<file path="src/rtl/buffer2axis.sv">
`timescale 1ns/1ps
`default_nettype none
// ============================================================================
// Module   : buffer2axis
// Purpose  : Serialises WIDTH-bit cell rows (1 = alive) into a DWIDTH-bit
//            AXI-Stream pixel stream, one pixel per beat, bit 0 first.
//            Rows are buffered in a DEPTH-entry FIFO; TLAST marks the last
//            pixel of each HEIGHT-row frame; frame_done pulses afterwards.
// Options  : `define BUFFER2AXIS_TUSER_SOF_EN adds M_AXIS_TUSER, asserted on
//            the first pixel of every frame.
// Revision : 1.0 - initial release
// ============================================================================
module buffer2axis #(
    parameter int DWIDTH = 32,
    parameter int WIDTH  = 4,
    parameter int HEIGHT = 4,
    parameter int DEPTH  = 2
) (
    input  logic              clk,
    input  logic              rstn,
    input  logic [DWIDTH-1:0] alive_color,
    input  logic [DWIDTH-1:0] dead_color,
    input  logic [WIDTH-1:0]  in_data,
    input  logic              in_valid,
    output logic              in_ready,
    output logic [DWIDTH-1:0] M_AXIS_TDATA,
    output logic              M_AXIS_TVALID,
    input  logic              M_AXIS_TREADY,
    output logic              M_AXIS_TLAST,
`ifdef BUFFER2AXIS_TUSER_SOF_EN
    output logic              M_AXIS_TUSER,
`endif
    output logic              frame_done
);

    localparam int c_pix_w = (WIDTH  > 1) ? $clog2(WIDTH)  : 1;
    localparam int c_row_w = (HEIGHT > 1) ? $clog2(HEIGHT) : 1;
    localparam int c_ptr_w = $clog2(DEPTH);
    localparam int c_cnt_w = $clog2(DEPTH) + 1;

    localparam logic [c_pix_w-1:0] c_last_pix = c_pix_w'(WIDTH - 1);
    localparam logic [c_row_w-1:0] c_last_row = c_row_w'(HEIGHT - 1);
    localparam logic [c_cnt_w-1:0] c_full_cnt = c_cnt_w'(DEPTH);

    typedef enum logic [0:0] {
        ST_IDLE = 1'b0,
        ST_SEND = 1'b1
    } state_t;

    state_t              r_state;
    state_t              w_state_nxt;

    logic [WIDTH-1:0]    r_mem [DEPTH];
    logic [c_ptr_w-1:0]  r_wr_ptr;
    logic [c_ptr_w-1:0]  r_rd_ptr;
    logic [c_cnt_w-1:0]  r_count;

    logic [WIDTH-1:0]    r_row_q;
    logic [c_pix_w-1:0]  r_pix_cnt;
    logic [c_row_w-1:0]  r_row_cnt;
    logic                r_frame_done;

    logic                w_full;
    logic                w_empty;
    logic                w_push;
    logic                w_pop;
    logic                w_hs;
    logic                w_row_end;

    // FIFO status; a full FIFO refuses the push even when a pop happens the same cycle
    assign w_full     = (r_count == c_full_cnt);
    assign w_empty    = (r_count == '0);
    assign in_ready   = !w_full;
    assign w_push     = in_valid && !w_full;
    assign frame_done = r_frame_done;

    // Serializer state register
    always_ff @(posedge clk or negedge rstn) begin
        if (!rstn) begin
            r_state <= ST_IDLE;
        end else begin
            r_state <= w_state_nxt;
        end
    end

    // Next-state, FIFO pop and stream outputs; a row end pops the next row without a bubble
    always_comb begin
        w_state_nxt   = r_state;
        w_pop         = 1'b0;
        w_hs          = 1'b0;
        w_row_end     = 1'b0;
        M_AXIS_TVALID = 1'b0;
        M_AXIS_TDATA  = '0;
        M_AXIS_TLAST  = 1'b0;
`ifdef BUFFER2AXIS_TUSER_SOF_EN
        M_AXIS_TUSER  = 1'b0;
`endif
        case (r_state)
            ST_IDLE: begin
                if (!w_empty) begin
                    w_pop       = 1'b1;
                    w_state_nxt = ST_SEND;
                end
            end
            ST_SEND: begin
                M_AXIS_TVALID = 1'b1;
                M_AXIS_TDATA  = r_row_q[r_pix_cnt] ? alive_color : dead_color;
                M_AXIS_TLAST  = (r_row_cnt == c_last_row) && (r_pix_cnt == c_last_pix);
`ifdef BUFFER2AXIS_TUSER_SOF_EN
                M_AXIS_TUSER  = (r_row_cnt == '0) && (r_pix_cnt == '0);
`endif
                if (M_AXIS_TREADY) begin
                    w_hs = 1'b1;
                    if (r_pix_cnt == c_last_pix) begin
                        w_row_end = 1'b1;
                        if (!w_empty) begin
                            w_pop = 1'b1;
                        end else begin
                            w_state_nxt = ST_IDLE;
                        end
                    end
                end
            end
            default: begin
                w_state_nxt = ST_IDLE;
            end
        endcase
    end

    // Row storage; contents are don't-care while the pointers mark it empty
    always_ff @(posedge clk) begin
        if (w_push) begin
            r_mem[r_wr_ptr] <= in_data;
        end
    end

    // FIFO pointers/count, pixel and row counters, frame-done pulse
    always_ff @(posedge clk or negedge rstn) begin
        if (!rstn) begin
            r_wr_ptr     <= '0;
            r_rd_ptr     <= '0;
            r_count      <= '0;
            r_row_q      <= '0;
            r_pix_cnt    <= '0;
            r_row_cnt    <= '0;
            r_frame_done <= 1'b0;
        end else begin
            if (w_push) begin
                r_wr_ptr <= r_wr_ptr + c_ptr_w'(1);
            end
            if (w_pop) begin
                r_rd_ptr <= r_rd_ptr + c_ptr_w'(1);
                r_row_q  <= r_mem[r_rd_ptr];
            end
            case ({w_push, w_pop})
                2'b10:   r_count <= r_count + c_cnt_w'(1);
                2'b01:   r_count <= r_count - c_cnt_w'(1);
                default: r_count <= r_count;
            endcase
            if (w_pop || w_row_end) begin
                r_pix_cnt <= '0;
            end else if (w_hs) begin
                r_pix_cnt <= r_pix_cnt + c_pix_w'(1);
            end
            if (w_row_end) begin
                r_row_cnt <= (r_row_cnt == c_last_row) ? '0 : r_row_cnt + c_row_w'(1);
            end
            r_frame_done <= w_hs && M_AXIS_TLAST;
        end
    end

endmodule
`default_nettype wire
</file>
<file path="config.mk">
export PLATFORM = sky130hd
export DESIGN_NAME = buffer2axis
export DESIGN_NICKNAME = d
export VERILOG_FILES = /design/src/rtl/buffer2axis.sv
export SDC_FILE = /design/constraint.sdc
export NUM_CORES = 1
export LEC_CHECK = 0
export ABC_AREA = 1
export CAP_MARGIN = 40
export CORE_MARGIN = 2
export CORE_UTILIZATION = 33
export CTS_BUF_LIST = sky130_fd_sc_hd__clkbuf_8
export CTS_CLUSTER_SIZE = 10
export DETAILED_ROUTE_END_ITERATION = 7
export GPL_TIMING_DRIVEN = 1
export HOLD_SLACK_MARGIN = 0.08
export PLACE_DENSITY = 0.78
export SETUP_SLACK_MARGIN = 0.15
export SYNTH_ARGS = -nofsm -noshare
export SYNTH_HDL_FRONTEND = slang
export SYNTH_SLANG_ARGS = --single-unit
</file>
<file path="constraint.sdc">
create_clock -name clk -period 1.9 [get_ports clk]
set_input_delay 0.285 -clock clk [delete_from_list [all_inputs] [get_ports clk]]
set_output_delay 0.285 -clock clk [all_outputs]
set_load 0.02 [all_outputs]
</file>
==> results_dict.tcl <==
set metrics [dict create \
    path_clk_slew_ns 0.08 \
    reg2reg_depth 11 \
    drt_wl_total_um 4720 \
    syn_area_um2 1630 \
    maxCapViolCount 0 \
    rrSetupSlack_ns 0.11 \
    cp.required_ns 2.05 \
    num_rows 25 \
    fin_nets 450 \
    cp_top_family "flip-flops" \
    wire_per_inst_um 10.7 \
    fin_area_um2 2860 \
    fin_skew_ns 0.00268 \
    final_cell_mix "nand2_1 (79), nor2_1 (77), clkdlybuf4s50_1 (73), inv_1 (40), buf_4 (39)" \
    r2r-start "r_pix_cnt[0]" \
    drtIter0Drc 71 \
    arrival_ns 1.94 \
    drv_slew 0 \
    end_kind "register" \
    powerDensity_nw_per_um2 1590 \
    path_buf_inv 3 \
    fin_crit_sh_pct 94.2 \
    first_pass_iters 4 \
    antenna_cells 0 \
    grt_start_max_net_pins 31 \
    ys.flop_type "dfrtp_1" \
    drc 0 \
    ys_seq_area_share_pct 36.3 \
    reg2reg_to "r_count[1]" \
    synthArstFlopShare_pct 63.6 \
    startpoint_type "register" \
    synth.top_cells.by_area "dfrtp_1 (22%), nand2_1 (20%), nor2_1 (18%)" \
    cts_buffers 3 \
    antenna_found_initial 0 \
    period_minus_slack_ns 1.79 \
    grt.overflow.total 0 \
    clock-root-buffer "clkbuf_8" \
    synth_edf_count 8 \
    io_buffers 107 \
    grt_pass1_wl_um 7250 \
    hp-class "input port to asynchronous set/reset pin" \
    grt_pass1_vias 1656 \
    cts_tree "done" \
    cp-endpoint "r_count[1]" \
    place_area_um2 2810 \
    hold_buffers 0 \
    synth_top_area_share_pct 21.5 \
    instances_no_fill 441 \
    pin_count 108 \
    fill_cells 457 \
    avgSynthCellArea_um2 6.22 \
    clockBufferDepth 2 \
    final_common_cell "nand2_1" \
    hold_violations 0 \
    syn_inst 262 \
    vdd_drop_max_uv 831 \
    ys_ff_latch 22 \
    rsz0062_at_grt "yes" \
    path_cells "buf_4 -> buf_6 -> ha_2 -> nand2_2 -> nand2_2 -> nand2_2 -> inv_2 -> ha_4 -> a21oi_2 -> o21ai_1 -> xor2_1" \
    startpoint "r_pix_cnt[0]" \
    ys_types 19 \
    clock_sinks 22 \
    path_class "register to register" \
    dieHeight_um 74.3 \
    clk_latency_ns 0.26 \
    max_stage_delay_ns 0.42 \
    core_area_um2 4750 \
    synth_nets 337 \
    hpwl_um 3640 \
    outcome "finished clean" \
    via_per_inst 4.20 \
    cpMostUsedCell "nand2_2" \
    ant_nets 0 \
    die_area_um2 5510 \
    clock.fmax_mhz 559 \
    worst-path-max-fanout 4 \
    ys.warnings.count 0 \
    area_growth_pct 75.7 \
    grtUsageTotal_pct 16.6 \
    drive_gt1_share_pct 17.6 \
    p_total_mw 4.54 \
    slowest_stage "dfrtp_1" \
    dp.cells 434 \
    worst-path-stages 11 \
    finalSetupViolations 0 \
    relSlewSlack_pct 57.3 \
    num_vias 1850 \
    place_congestion 0.830 \
    cts-htree-levels 1 \
    chipWidth_um 74.3 \
    synth_top_area_cell "dfrtp_1" \
    start_util_pct 34.3 \
    power.leakage_nw 1.55 \
    worst-slew-pin-transition_ns 0.639 \
]
worst min path at each step:
stage / startpoint / endpoint / slack (ns) / depth (start not counted)
3_3_place_gp: r_row_cnt[1] / r_row_cnt[1] / 0.46 / 2
4_1_cts: rstn / r_state / 0.45 / 1
6_report: rstn / r_wr_ptr / 0.41 / 1
5_1_grt: rstn / r_wr_ptr / 0.46 / 1
3_5_place_dp: r_row_q[0] / r_row_q[0] / 0.47 / 2
2_1_floorplan: rstn / frame_done / -0.01 / 0
cell families after synthesis:
group           count (synthesis)  share of synthesized area (%)
compound gates                 11                           4.15
xor+xnor                        3                           1.61
fa+ha+maj                       3                           2.30
buf+inv                        53                           15.1
flops                          22                           36.3
simple gates                  170                           40.6
synth_stat cells, drive strengths merged (2+ instances only):
| library cell | n |
|---|---|
| nand2 | 88 |
| nor2 | 78 |
| inv | 42 |
| dfrtp | 14 |
| buf | 11 |
| edfxtp | 8 |
| nand3 | 4 |
| o31ai | 4 |
| a21oi | 3 |
| ha | 3 |
| o21ai | 3 |
| xor2 | 2 |
state kept, by name, summed over array words and instances, names as in the netlist:
signal and count:
r_mem 8, r_count 2, r_state 1, r_row_cnt 2
frame_done 1, r_wr_ptr 1, r_row_q 4, r_pix_cnt 2
r_rd_ptr 1
cell type report:
cell class                      instances  area, µm²  share of cell area (%)
Sequential cell                        22        591                    20.6
Clock inverter                          1       30.0                    1.05
Tap cell                               67       83.8                    2.93
Clock buffer                            3       41.3                    1.44
Inverter                               42        158                    5.51
Multi-Input combinational cell        187        833                    29.1
Timing Repair Buffer                  119       1130                    39.3
metrics by stage:
step                setup WS, ns  utilization [%]  hold slack [ns]  setup TNS [ns]
global route            -0.00378             60.2            0.459        -0.00684
CTS                        0.103             59.2            0.446               0
detailed placement       -0.0681             59.0            0.475          -0.813
finish                     0.110             60.2            0.411               0
floorplan                  0.158                -          -0.0106               0
global placement         -0.0466             59.0            0.460          -0.110
power by group:
part	leakage [nW]	internal (mW)	switching (mW)	total, mW
Clock	0.0357	0.281	0.152	0.433
Sequential	0.242	0.668	0.115	0.783
Combinational	1.27	1.46	1.87	3.32
Total	1.55	2.41	2.13	4.54
timing repair:
action,in CTS,in global routing
pin swaps,1,2
endpoints found under the setup margin,35,34
resized for setup,168,13
setup buffers,0,3
worst reg2reg max path, cell delays in order, from the launching register on:
cell and delay, ns:
dfrtp_1 0.42, buf_4 0.15, buf_6 0.11, ha_2 0.18, nand2_2 0.08, nand2_2 0.06, nand2_2 0.08, inv_2 0.05
ha_4 0.22, a21oi_2 0.09, o21ai_1 0.08, xor2_1 0.17
per-layer routing:
metal  track usage [%]  share of wire, %
met5                 0                 0
met4              5.16               2.1
met3              3.12               9.8
met2              31.3                47
met1              18.9                41
Note: power is estimated with default switching activity, not from simulation.
